==> src/rtl/pad_seq_pkg.sv <==
// pad_seq_pkg: shared defaults and FSM state encoding for the pad sequencer.
//   DEPTH_DEF      default number of sequence entries
//   DEB_CYCLES_DEF default debounce length in synchronized samples
//   state_t        sequencer FSM states
package pad_seq_pkg;
    localparam int DEPTH_DEF      = 16;
    localparam int DEB_CYCLES_DEF = 4;

    typedef enum logic [1:0] {
        ST_IDLE = 2'd0,
        ST_REC  = 2'd1,
        ST_PLAY = 2'd2
    } state_t;
endpackage

==> src/rtl/pad_debounce.sv <==
// pad_debounce: 2-flop synchronizer plus press/release debouncer for the pad encoder.
//   clk, rst_n  clock and asynchronous active-low reset
//   pad_hit     raw any-pad flag (asynchronous)
//   pad_code    raw 4-bit pad index (asynchronous)
//   press       one-cycle pulse when a debounced press is accepted
//   press_code  synchronized pad index
module pad_debounce import pad_seq_pkg::*; #(
    parameter int DEB_CYCLES = DEB_CYCLES_DEF
) (
    input  logic       clk,
    input  logic       rst_n,
    input  logic       pad_hit,
    input  logic [3:0] pad_code,
    output logic       press,
    output logic [3:0] press_code
);
    localparam int CW = $clog2(DEB_CYCLES + 1);

    logic          hit_s1_q, hit_s1_d, hit_s2_q, hit_s2_d;
    logic [3:0]    code_s1_q, code_s1_d, code_s2_q, code_s2_d;
    logic [CW-1:0] cnt_q, cnt_d;
    logic          level_q, level_d;
    logic          press_q, press_d;

    // level_q is the accepted pad level; cnt_q counts consecutive synchronized
    // samples that disagree with it, so presses and releases share one counter.
    always_comb begin
        hit_s1_d  = pad_hit;
        hit_s2_d  = hit_s1_q;
        code_s1_d = pad_code;
        code_s2_d = code_s1_q;
        level_d   = level_q;
        press_d   = 1'b0;
        cnt_d     = (hit_s2_q != level_q) ? cnt_q + CW'(1) : '0;
        if (cnt_d == CW'(DEB_CYCLES)) begin
            level_d = hit_s2_q;
            press_d = hit_s2_q;
            cnt_d   = '0;
        end
    end

    always_ff @(posedge clk or negedge rst_n) begin
        if (!rst_n) begin
            hit_s1_q  <= 1'b0;
            hit_s2_q  <= 1'b0;
            code_s1_q <= '0;
            code_s2_q <= '0;
            cnt_q     <= '0;
            level_q   <= 1'b0;
            press_q   <= 1'b0;
        end else begin
            hit_s1_q  <= hit_s1_d;
            hit_s2_q  <= hit_s2_d;
            code_s1_q <= code_s1_d;
            code_s2_q <= code_s2_d;
            cnt_q     <= cnt_d;
            level_q   <= level_d;
            press_q   <= press_d;
        end
    end

    assign press      = press_q;
    assign press_code = code_s2_q;
endmodule

==> src/rtl/pad_sequencer.sv <==
// pad_sequencer: records debounced pad presses into a sequence and plays them back on tempo ticks.
//   clk, rst_n  clock and asynchronous active-low reset
//   pad_code    pad index from encoder; pad_hit any-pad flag (both asynchronous)
//   rec_en      level request for record mode
//   play_req    pulse starting playback; clear pulse emptying the sequence
//   tick        tempo strobe advancing playback
//   out_code    last played entry; out_valid one-cycle strobe qualifying it
//   rec_active  recording; busy playing
//   seq_len     stored entries; full seq_len==DEPTH; overflow sticky dropped-press flag
module pad_sequencer import pad_seq_pkg::*; #(
    parameter int DEPTH      = DEPTH_DEF,
    parameter int DEB_CYCLES = DEB_CYCLES_DEF
) (
    input  logic                   clk,
    input  logic                   rst_n,
    input  logic [3:0]             pad_code,
    input  logic                   pad_hit,
    input  logic                   rec_en,
    input  logic                   play_req,
    input  logic                   clear,
    input  logic                   tick,
    output logic [3:0]             out_code,
    output logic                   out_valid,
    output logic                   rec_active,
    output logic                   busy,
    output logic [$clog2(DEPTH):0] seq_len,
    output logic                   full,
    output logic                   overflow
);
    localparam int AW = $clog2(DEPTH);
    localparam int LW = AW + 1;

    state_t        state_q, state_d;
    logic [LW-1:0] len_q, len_d;
    logic [AW-1:0] rd_q, rd_d;
    logic [3:0]    code_q, code_d;
    logic          valid_q, valid_d;
    logic          ovf_q, ovf_d;
    logic          we;
    logic          press;
    logic [3:0]    press_code;
    logic          full_w;
    logic [3:0]    mem [DEPTH];

    pad_debounce #(.DEB_CYCLES(DEB_CYCLES)) u_deb (
        .clk        (clk),
        .rst_n      (rst_n),
        .pad_hit    (pad_hit),
        .pad_code   (pad_code),
        .press      (press),
        .press_code (press_code)
    );

    assign full_w = (len_q == LW'(DEPTH));

    always_comb begin
        state_d = state_q;
        len_d   = len_q;
        rd_d    = rd_q;
        code_d  = code_q;
        valid_d = 1'b0;
        ovf_d   = ovf_q;
        we      = 1'b0;
        if (clear) begin
            state_d = ST_IDLE;
            len_d   = '0;
            rd_d    = '0;
            ovf_d   = 1'b0;
        end else begin
            case (state_q)
                ST_IDLE: begin
                    if (rec_en) begin
                        state_d = ST_REC;
                    end else if (play_req && len_q != '0) begin
                        state_d = ST_PLAY;
                        rd_d    = '0;
                    end
                end
                ST_REC: begin
                    if (press) begin
                        if (full_w) begin
                            ovf_d = 1'b1;
                        end else begin
                            we    = 1'b1;
                            len_d = len_q + LW'(1);
                        end
                    end
                    if (!rec_en) state_d = ST_IDLE;
                end
                ST_PLAY: begin
                    if (tick) begin
                        code_d  = mem[rd_q];
                        valid_d = 1'b1;
                        rd_d    = rd_q + AW'(1);
                        // the tick emitting the final entry also ends playback
                        if ({1'b0, rd_q} == len_q - LW'(1)) state_d = ST_IDLE;
                    end
                end
                default: state_d = ST_IDLE;
            endcase
        end
    end

    always_ff @(posedge clk or negedge rst_n) begin
        if (!rst_n) begin
            state_q <= ST_IDLE;
            len_q   <= '0;
            rd_q    <= '0;
            code_q  <= '0;
            valid_q <= 1'b0;
            ovf_q   <= 1'b0;
        end else begin
            state_q <= state_d;
            len_q   <= len_d;
            rd_q    <= rd_d;
            code_q  <= code_d;
            valid_q <= valid_d;
            ovf_q   <= ovf_d;
        end
    end

    // contents are only readable below seq_len, so the array needs no reset
    always_ff @(posedge clk) begin
        if (we) mem[len_q[AW-1:0]] <= press_code;
    end

    assign out_code   = code_q;
    assign out_valid  = valid_q;
    assign rec_active = (state_q == ST_REC);
    assign busy       = (state_q == ST_PLAY);
    assign seq_len    = len_q;
    assign full       = full_w;
    assign overflow   = ovf_q;
endmodule

==> config.mk <==
export PLATFORM = sky130hd
export DESIGN_NAME = pad_sequencer
export DESIGN_NICKNAME = d
export VERILOG_FILES = /design/src/rtl/pad_seq_pkg.sv /design/src/rtl/pad_debounce.sv /design/src/rtl/pad_sequencer.sv
export SDC_FILE = /design/constraint.sdc
export NUM_CORES = 1
export LEC_CHECK = 0
export ABC_AREA = 1
export CELL_PAD_IN_SITES_DETAIL_PLACEMENT = 1
export CELL_PAD_IN_SITES_GLOBAL_PLACEMENT = 2
export CORE_MARGIN = 10
export CORE_UTILIZATION = 38
export DETAILED_ROUTE_END_ITERATION = 6
export PLACE_DENSITY_LB_ADDON = 0.05
export SLEW_MARGIN = 40
export SYNTH_ARGS = -nofsm -noshare
export SYNTH_HDL_FRONTEND = slang
export SYNTH_SLANG_ARGS = --single-unit
==> constraint.sdc <==
create_clock -name clk -period 2.5 [get_ports clk]
set_clock_uncertainty 0.1 [all_clocks]
set_input_delay 0.5 -clock clk [delete_from_list [all_inputs] [get_ports clk]]
set_output_delay 0.5 -clock clk [all_outputs]
set_load 0.03 [all_outputs]
==> results.sh <==
export IMPL_vias=3033
export IMPL_cts_root_buf="clkbuf_16"
export IMPL_status="completed"
export IMPL_relSlewSlack_pct=50.7
export IMPL_wire_per_inst_um=17.2
export IMPL_period_minus_slack_ns=2.34
export IMPL_io_pin_count=25
export IMPL_cts_sinks=96
export IMPL_routabilityCongestion=0.764
export IMPL_final_cell_mix="nand2_1 (138), inv_1 (74), edfxtp_1 (64)"
export IMPL_setup_viol=0
export IMPL_crit_start="seq_len[1]$_DFFE_PN0P_"
export IMPL_rr_startpoint="seq_len[1]$_DFFE_PN0P_"
export IMPL_ant_nets=0
export IMPL_reg2reg_setup_slack_ns=0.38
export IMPL_crit_path_max_incr_delay_ns=0.44
export IMPL_worst_pin_slew_ns=0.740
export IMPL_netlist_top_cell_by_area="edfxtp_1"
export IMPL_first_iter_violations=140
export IMPL_fmax_ghz=0.428
export IMPL_intPower_mw=2.81
export IMPL_nNetsFinal=505
export IMPL_cp_required_ns=1.90
export IMPL_drc=0
export IMPL_fin_crit_sh_pct=93.4
export IMPL_pwr_density_cell_mw_per_mm2=733
export IMPL_yosys_top_cells_area="edfxtp_1 (43%), dfrtp_1 (18%), nand2_1 (12%), nand3_1 (6.3%), inv_1 (6.2%)"
export IMPL_ir_worst_vdd_mv=0.460
export IMPL_worstPathMaxFanout=5
export IMPL_cts_tree="done"
export IMPL_row_count=39
export IMPL_core_mm2=0.0114
export IMPL_first_pass_iters=4
export IMPL_cts_buffer_depth=2
export IMPL_die_x_um=128
export IMPL_crit_arrival_ns=1.74
export IMPL_dp_final_hpwl_mm=7.69
export IMPL_p_comb_share_pct=12.1
export IMPL_grt_pass1_vias=3190
export IMPL_hold_path_class="reg -> reg"
export IMPL_syn2layout_area_growth_pct=14.9
export IMPL_timing_hold_violations_final=0
export IMPL_hold_buffers=0
export IMPL_synthDistinctLibCells=31
export IMPL_layout_commonest_cell="nand2_1"
export IMPL_p_leak_nw=2.25
export IMPL_yosysSeqAreaShare_pct=61.2
export IMPL_postSynthAreaPerCell_um2=9.69
export IMPL_antenna_cells=0
export IMPL_grtUsageTotal_pct=13.9
export IMPL_die_area_mm2=0.0164
export IMPL_fp_dieH_um=128
export IMPL_synth_warnings=0
export IMPL_pwr_share_clk_pct=39.2
export IMPL_path_buf_inv=3
export IMPL_via_per_inst=4.78
export IMPL_timing_setup_tns_ns=0
export IMPL_cpMaxStageDelayCell="dfrtp_1"
export IMPL_start_util_pct=39.0
export IMPL_overflow=0
export IMPL_antenna_found_initial=0
export IMPL_p_switching_mw=0.938
export IMPL_syn_area_mm2=0.00445
export IMPL_grt_pass1_wl_mm=17.4
export IMPL_cts_htree_levels=3
export IMPL_cp_end_kind="primary output"
export IMPL_grt_max_degree=34
export IMPL_rsz0062_at_grt="no"
export IMPL_whs_ns=0.250
export IMPL_yosys_area_top_type_share_pct=43.2
export IMPL_cts_inserted_buffers=9
export IMPL_path_class="reg -> out"
export IMPL_reg2regPathDepth=7
export IMPL_critPathTopFamily="buffers and inverters"
export IMPL_design_area_mm2=0.00511
export IMPL_drive_gt1_share_pct=9.55
export IMPL_ys_ff_latch=96
export IMPL_cp_start_kind="register"
export IMPL_slew_violations=0
export IMPL_crit_chain="inv_1 > ha_1 > nand3_2 > inv_1 > dlygate4sd2_1"
export IMPL_path_depth=5
export IMPL_crit_end="full"
export IMPL_synth_nets=477
export IMPL_maxCapViolCount=0
export IMPL_power_frac_seq_pct=48.7
export IMPL_numPortBuffers=24
export IMPL_swShare_pct=25.0
export IMPL_r2r_end="mem[6][2]$_DFFE_PP_"
export IMPL_drt_wl_total_mm=10.9
export IMPL_worst_path_most_repeated_cell="inv_1"
export IMPL_clk_pin_slew_worst_paths_ns=0.07
export IMPL_clk_latency_ns=0.35
export IMPL_synthCells=459
export IMPL_post_dp_cell_area_mm2=0.00480
-- registers in the layout, summed over array words and instances, names as in the netlist --
register	count
out_valid	1
out_code	4
mem	64
seq_len	5
u_deb.press_code	4
u_deb.press	1
overflow	1
u_deb.hit_s2_q	1
u_deb.cnt_q	3
u_deb.hit_s1_q	1
rd_q	4
u_deb.level_q	1
u_deb.code_s1_q	4
state_q	2
-- logic make-up after synthesis --
family          Yosys count  synth area share, %
buf+inv                  95                 9.68
compound gates           15                 2.25
fa+ha+maj                 7                 1.97
xor+xnor                  6                 1.18
flops                    96                 61.2
simple gates            240                 23.7
-- through the flow --
step	instances	utilization, %	power, mW	worst slack (ns)
after detailed placement	619	42.0	2.32	0.257
after global placement	619	42.0	2.31	0.305
after floorplan	459	-	2.15	0.412
after global routing	635	44.8	3.91	0.0777
final	635	44.8	3.75	0.165
after CTS	635	44.8	3.80	0.138
-- cell type report --
cell class,instances,area (µm²)
Clock buffer,11,233
Clock inverter,5,81.3
Fill cell,1307,6310
Sequential cell,96,2720
Tap cell,143,179
Inverter,80,303
Multi-Input combinational cell,268,1290
Timing Repair Buffer,32,299
-- synthesized netlist by cell type --
master / n
a21oi_1: 4
a21oi_2: 1
a21oi_4: 1
buf_2: 3
buf_4: 6
buf_6: 6
dfrtp_1: 32
edfxtp_1: 64
ha_1: 7
inv_1: 74
inv_2: 5
inv_4: 1
nand2_1: 138
nand2_2: 4
nand2_4: 1
nand3_1: 56
nand3_2: 2
nor2_1: 28
nor2_2: 1
nor2_4: 3
nor3_1: 2
nor3_2: 2
nor3b_2: 1
nor4_1: 1
o21ai_0: 3
o21ai_1: 2
o21ai_2: 2
o22ai_1: 2
or2_2: 1
xnor2_1: 3
xor2_1: 3
-- timing repair --
action,4_1_cts,5_1_grt
setup endpoints to repair,1,0
resized for setup,1,0
setup buffers,0,0
-- worst min-delay path by stage --
stage                                 startpoint                       endpoint  depth (start not counted)
floorplan                                  rst_n        out_code[0]$_DFFE_PN0P_                          0
global placement    u_deb.code_s1_q[0]$_DFF_PN0_  u_deb.press_code[0]$_DFF_PN0_                          0
detailed placement  u_deb.code_s1_q[2]$_DFF_PN0_  u_deb.press_code[2]$_DFF_PN0_                          0
CTS                 u_deb.code_s1_q[2]$_DFF_PN0_  u_deb.press_code[2]$_DFF_PN0_                          0
global route        u_deb.code_s1_q[2]$_DFF_PN0_  u_deb.press_code[2]$_DFF_PN0_                          0
finish              u_deb.code_s1_q[1]$_DFF_PN0_  u_deb.press_code[1]$_DFF_PN0_                          0
-- layer usage --
metal | vias to the layer above | global-route usage, % | wire (µm)
li1 | 1500 | - | -
met1 | 1495 | 17.9 | 5150
met2 | 26 | 22.1 | 5230
met3 | 12 | 2.94 | 302
met4 | 0 | 5.63 | 208
met5 | - | 0 | 0
-- power groups by stage --
| stage | clock network, mW | logic, mW | registers, mW |
|---|---|---|---|
| global route | 1.57 | 0.514 | 1.83 |
| global placement | 0 | 0.455 | 1.86 |
| detailed placement | 0 | 0.464 | 1.86 |
| floorplan | 0 | 0.254 | 1.90 |
| CTS | 1.51 | 0.466 | 1.83 |
| finish | 1.47 | 0.455 | 1.82 |
No activity file was read; power rests on OpenSTA's default activity.
